File: src/rtl/exc_ctrl.sv
// MEM-stage exception/interrupt controller: prioritises events, commits CP0 state
// in a one-cycle COMMIT pulse, then holds a redirect until fetch accepts it.
module exc_ctrl #(
    parameter logic [31:0] EXC_VECTOR  = 32'hBFC00380,
    parameter int          SYNC_STAGES = 2
) (
    input  logic        clk,
    input  logic        rst,
    input  logic [5:0]  ext_int_i,
    input  logic [31:0] status_i,
    input  logic [31:0] cause_i,
    input  logic [31:0] epc_i,
    input  logic        inst_valid_i,
    input  logic        stall_i,
    input  logic [31:0] pc_i,
    input  logic        delayslot_i,
    input  logic [31:0] badvaddr_i,
    input  logic        adel_if_i,
    input  logic        ri_i,
    input  logic        ov_i,
    input  logic        sys_i,
    input  logic        bp_i,
    input  logic        adel_i,
    input  logic        ades_i,
    input  logic        eret_i,
    input  logic        redirect_ready_i,
    output logic        flush_o,
    output logic        busy_o,
    output logic        redirect_valid_o,
    output logic [31:0] redirect_pc_o,
    output logic        cp0_exc_we_o,
    output logic [4:0]  cp0_exccode_o,
    output logic        cp0_bd_o,
    output logic [31:0] cp0_epc_o,
    output logic        cp0_epc_we_o,
    output logic [31:0] cp0_badvaddr_o,
    output logic        cp0_badvaddr_we_o,
    output logic        cp0_eret_o
);

    localparam logic [1:0] IDLE     = 2'd0;
    localparam logic [1:0] COMMIT   = 2'd1;
    localparam logic [1:0] REDIRECT = 2'd2;

    logic [1:0]  state_q, state_d;
    logic [5:0]  sync_q [SYNC_STAGES];
    logic [4:0]  code_q, code_d;
    logic        is_eret_q, is_eret_d;
    logic        bd_q, bd_d;
    logic [31:0] epc_q, epc_d;
    logic [31:0] badvaddr_q, badvaddr_d;
    logic        badv_we_q, badv_we_d;
    logic [31:0] redirect_pc_q, redirect_pc_d;

    logic [7:0]  ip;
    logic        int_pending;
    logic        any_event;
    logic        accept;
    logic        in_commit, in_redir, commit_exc;

    // Only the last synchronizer stage is considered metastability-safe.
    assign ip          = {sync_q[SYNC_STAGES-1], cause_i[9:8]};
    assign int_pending = status_i[0] & ~status_i[1] & (|(ip & status_i[15:8]));
    assign any_event   = int_pending | adel_if_i | ri_i | ov_i | sys_i | bp_i |
                         adel_i | ades_i | eret_i;
    assign accept      = (state_q == IDLE) & inst_valid_i & ~stall_i & any_event;

    always_comb begin
        // NOTE: every always_comb target gets a default first so no path can infer a latch.
        state_d       = state_q;
        code_d        = code_q;
        is_eret_d     = is_eret_q;
        bd_d          = bd_q;
        epc_d         = epc_q;
        badvaddr_d    = badvaddr_q;
        badv_we_d     = badv_we_q;
        redirect_pc_d = redirect_pc_q;
        case (state_q)
            IDLE: begin
                if (accept) begin
                    state_d    = COMMIT;
                    is_eret_d  = 1'b0;
                    badv_we_d  = 1'b0;
                    badvaddr_d = 32'd0;
                    bd_d       = delayslot_i;
                    epc_d      = delayslot_i ? pc_i - 32'd4 : pc_i;
                    if (int_pending)    code_d = 5'h00;
                    else if (adel_if_i) begin
                        code_d = 5'h04; badv_we_d = 1'b1; badvaddr_d = pc_i;
                    end
                    else if (ri_i)      code_d = 5'h0A;
                    else if (ov_i)      code_d = 5'h0C;
                    else if (sys_i)     code_d = 5'h08;
                    else if (bp_i)      code_d = 5'h09;
                    else if (adel_i) begin
                        code_d = 5'h04; badv_we_d = 1'b1; badvaddr_d = badvaddr_i;
                    end
                    else if (ades_i) begin
                        code_d = 5'h05; badv_we_d = 1'b1; badvaddr_d = badvaddr_i;
                    end
                    else begin
                        code_d = 5'h00; is_eret_d = 1'b1;
                    end
                end
            end
            COMMIT: begin
                state_d       = REDIRECT;
                redirect_pc_d = is_eret_q ? epc_i : EXC_VECTOR;
            end
            REDIRECT: begin
                if (redirect_ready_i) state_d = IDLE;
            end
            default: state_d = IDLE;
        endcase
    end

    always_ff @(posedge clk) begin
        // NOTE: sequential state uses non-blocking assignments so all flops update together.
        if (rst) begin
            state_q       <= IDLE;
            code_q        <= 5'd0;
            is_eret_q     <= 1'b0;
            bd_q          <= 1'b0;
            epc_q         <= 32'd0;
            badvaddr_q    <= 32'd0;
            badv_we_q     <= 1'b0;
            redirect_pc_q <= 32'd0;
            for (int i = 0; i < SYNC_STAGES; i++) sync_q[i] <= 6'd0;
        end else begin
            state_q       <= state_d;
            code_q        <= code_d;
            is_eret_q     <= is_eret_d;
            bd_q          <= bd_d;
            epc_q         <= epc_d;
            badvaddr_q    <= badvaddr_d;
            badv_we_q     <= badv_we_d;
            redirect_pc_q <= redirect_pc_d;
            sync_q[0]     <= ext_int_i;
            for (int i = 1; i < SYNC_STAGES; i++) sync_q[i] <= sync_q[i-1];
        end
    end

    assign in_commit  = (state_q == COMMIT);
    assign in_redir   = (state_q == REDIRECT);
    assign commit_exc = in_commit & ~is_eret_q;

    // Data outputs are gated so they read as zero whenever no commit is in progress.
    assign flush_o           = in_commit | in_redir;
    assign busy_o            = (state_q != IDLE);
    assign redirect_valid_o  = in_redir;
    assign redirect_pc_o     = in_redir ? redirect_pc_q : 32'd0;
    assign cp0_exc_we_o      = commit_exc;
    assign cp0_exccode_o     = commit_exc ? code_q : 5'd0;
    assign cp0_bd_o          = commit_exc & bd_q;
    assign cp0_epc_o         = commit_exc ? epc_q : 32'd0;
    assign cp0_epc_we_o      = commit_exc & ~status_i[1];
    assign cp0_badvaddr_o    = (commit_exc & badv_we_q) ? badvaddr_q : 32'd0;
    assign cp0_badvaddr_we_o = commit_exc & badv_we_q;
    assign cp0_eret_o        = in_commit & is_eret_q;

endmodule

File: config.mk
export PLATFORM = sky130hd
export DESIGN_NAME = exc_ctrl
export DESIGN_NICKNAME = d
export VERILOG_FILES = /design/src/rtl/exc_ctrl.sv
export SDC_FILE = /design/constraint.sdc
export NUM_CORES = 1
export LEC_CHECK = 0
export BUFFER_PORTS_ARGS = -buffer_cell sky130_fd_sc_hd__buf_2
export CAP_MARGIN = 15
export CORE_MARGIN = 5
export CORE_UTILIZATION = 30
export CTS_CLUSTER_SIZE = 24
export DETAILED_ROUTE_END_ITERATION = 10
export GPL_TIMING_DRIVEN = 1
export HOLD_SLACK_MARGIN = 0.06
export MAX_ROUTING_LAYER = met4
export PLACE_DENSITY = 0.64
export SYNTH_ARGS = -nofsm -noshare
export SYNTH_HDL_FRONTEND = slang
export SYNTH_SLANG_ARGS = --single-unit
File: constraint.sdc
create_clock -name clk -period 3.1 [get_ports clk]
set_input_delay 0.155 -clock clk [delete_from_list [all_inputs] [get_ports clk]]
set_output_delay 0.155 -clock clk [all_outputs]
set_load 0.02 [all_outputs]
==> results.cfg <==
[outcome]
status = completed

[die]
die_h_microns = 149
start_util = 0.302
row_count = 51
core_area_sq_um = 19300
num_io_pins = 289
fp.dieArea_sq_um = 22300
die_w_microns = 149

[layout]
multi_input_area_sq_um = 3240
register_area_sq_um = 2340
drive_above_1_share = 0.299
area.growth.synth_to_final_pct = 42.3
nNetsFinal = 1157
antennaDiodeCount = 0
fill_cells = 1942
final_area_sq_um = 8290

[global_routing]
grt_pass1_vias = 5750
grt_antenna_before_repair = 0
grt_overflow = 0
grt_pass1_wl_microns = 30300
groute.usage.overall = 0.176
grt_max_degree = 100

[clock_network]
cts.sinks = 117
clk_latency_ns = 0.41
postCtsSetupBuffers = 0
cts-htree-levels = 4
clkTransAtPathRegs_ns = 0.06
cts_buffers = 17
root_buffer = clkbuf_16
clockBufferDepth = 2
cts_tree = yes

[critical_path]
critical_path_class = register to register
worstReg2RegStart = state_q[1]$_SDFFE_PP0P_
end_kind = register
crit_path_start = state_q[1]$_SDFFE_PP0P_
worst-path-max-fanout = 99
worstSetupStartpointType = register
crit_arrival_ns = 2.79
required_ns = 3.40

[yosys]
synth_top_family_by_area = simple AND/OR/NAND/NOR gates
synth.area.mux_share = 0.00515
syn-cell-area_sq_um = 5830
yosys.area.top_type_share = 0.402
syn_inst = 721
yosysWarningCount = 0
synth_edf_count = 0
synth_compound_area_frac = 0.169
syn_nets = 907
synth_area_leaders = dfxtp_1, and2_1, a21oi_1, nor2_1, a22o_1
yosysSeqAreaShare = 0.402
synth-simple-area-share = 0.321
synth-xor-area-share = 0.0421
synth-seq-cells = 117
yosysTopAreaCell = dfxtp_1
ys.flop_type = dfxtp_1
synth.distinct_cells = 39
syn_area_per_cell_sq_um = 8.08
synthAdderAreaFrac = 0.0129
async_flop_share = 0

[power]
p_leak_nw = 3.73
p_per_area_nw_per_um2 = 588
max-vdd-ir-drop_v = 0.000304

[worst_hold_path]
worstHoldStart = delayslot_i
hold_class = input port to register

[timing]
relSlewSlack = 0.318
min_period_over_period = 0.803
tns_ns = 0
fin_crit_ns = 2.49
setup_violations = 0
worst_pin_slew_ns = 1.02
fin_skew_ns = 0.0104
hold_viol_final = 0
maxSlewViolCount = 0
rsz0062_at_grt = false
timing.fmax_mhz = 401

[detailed_routing]
drcViolationCount = 0
wl_met2_microns = 9390
via_per_inst = 4.75
top_layer = met4
drt-met1-wl_microns = 9110
wl_met3_microns = 1030
wire_per_inst_microns = 15.8
vias = 5928
first_pass_iters = 5
wirelength_microns = 19800
drtIter0Drc = 267
ant_nets = 0

[place]
gp_congestion = 0.818
dpl_cell_area_sq_um = 7240
place_hpwl_microns = 13200
port_buffers = 235

[job]
drv_cap = 0
final timing paths:
check	endpoint	slack [ns]	depth (start not counted)
max	epc_q[6]$_SDFFE_PP0P_	0.61	8
min	bd_q$_SDFFE_PP0P_	0.09	3
max reg2reg	epc_q[6]$_SDFFE_PP0P_	0.61	8
min reg2reg	sync_q[0][11]$_SDFF_PP0_	0.43	1
routing by layer:
layer  vias up  track usage
met3        15       0.0328
li1       2985            -
met5         -            -
met1      2734        0.227
met4         0       0.0508
met2       194        0.283
cells in the final DEF (no fill, tap or decap), types with 7 or more instances in the layout:
master / netlist / layout
a211oi_1: 27 / 27
a21oi_1: 63 / 63
a22o_1: 32 / 32
and2_1: 70 / 70
and3_1: 32 / 32
buf_2: 0 / 234
buf_4: 1 / 15
clkbuf_16: 0 / 17
dfxtp_1: 117 / 117
dlygate4sd3_1: 0 / 44
inv_1: 7 / 7
nand2_1: 53 / 53
nand3_1: 38 / 38
nor2_1: 76 / 76
nor2b_1: 37 / 36
nor3_1: 14 / 13
o22ai_1: 12 / 12
xnor2_1: 19 / 19
xor2_1: 9 / 9
stage by stage:
step / util / power [mW] / setup slack, ns / hold WS [ns] / instances
final: 0.430 / 4.88 / 0.609 / 0.0871 / 1248
after floorplan: - / 2.47 / 0.902 / 0.283 / 721
after CTS: 0.430 / 4.92 / 0.627 / 0.0652 / 1248
after detailed placement: 0.376 / 2.86 / 0.643 / 0.374 / 1173
after global routing: 0.430 / 5.12 / 0.448 / 0.0720 / 1248
after global placement: 0.376 / 2.85 / 0.665 / 0.366 / 1173
cells in the mapped netlist, types with 4 or more instances:
cell	n
dfxtp_1	117
nor2_1	76
and2_1	70
a21oi_1	63
clkbuf_1	58
nand2_1	53
nand3_1	38
nor2b_1	37
a22o_1	32
and3_1	32
a211oi_1	27
xnor2_1	19
nor3_1	14
o22ai_1	12
xor2_1	9
inv_1	7
ha_1	6
nand2b_1	6
or3_1	6
or4_1	5
a22oi_1	4
where the power goes:
part	switching [mW]	total [mW]	internal [mW]	leakage [nW]
Sequential	0.0794	1.76	1.68	0.955
Clock	0.708	2.01	1.30	0.283
Combinational	0.689	1.11	0.420	2.49
Total	1.48	4.88	3.40	3.73
sequential cells by signal, summed over array words and instances (netlist names):
signal	count
badv_we_q	1
badvaddr_q	32
bd_q	1
code_q	4
epc_q	32
is_eret_q	1
redirect_pc_q	32
state_q	2
sync_q	12
repair_timing:
| item | CTS | global route |
|---|---|---|
| hold buffers | 44 | 0 |
| endpoints found under the hold margin | 43 | 0 |
| resized for setup | 0 | 0 |
layout make-up:
cell class	instances	share of cell area
clock buffers	19	0.0546
clock inverters	12	0.0187
inverters	7	0.00317
multi-input cells	534	0.391
flip-flops and latches	117	0.283
well taps	265	0.0400
repair buffers	294	0.210
logic make-up (layout without fill, tap and decap cells):
group / Yosys count / count (layout)
fa+ha+maj: 6 / 6
mux: 3 / 3
flops: 117 / 117
buf+inv: 70 / 332
xor+xnor: 28 / 28
compound gates: 147 / 147
simple gates: 349 / 349
other cells: 1 / 1
worst max-delay path: stages (launching register included):
cell,delay [ns]
dfxtp_1,0.32
inv_1,0.12
ha_1,0.21
nand2_1,0.07
or2_2,0.32
a31oi_4,0.14
buf_4,0.74
nor2_1,0.08
a311oi_1,0.29
Power figures use the tool's default switching activity.
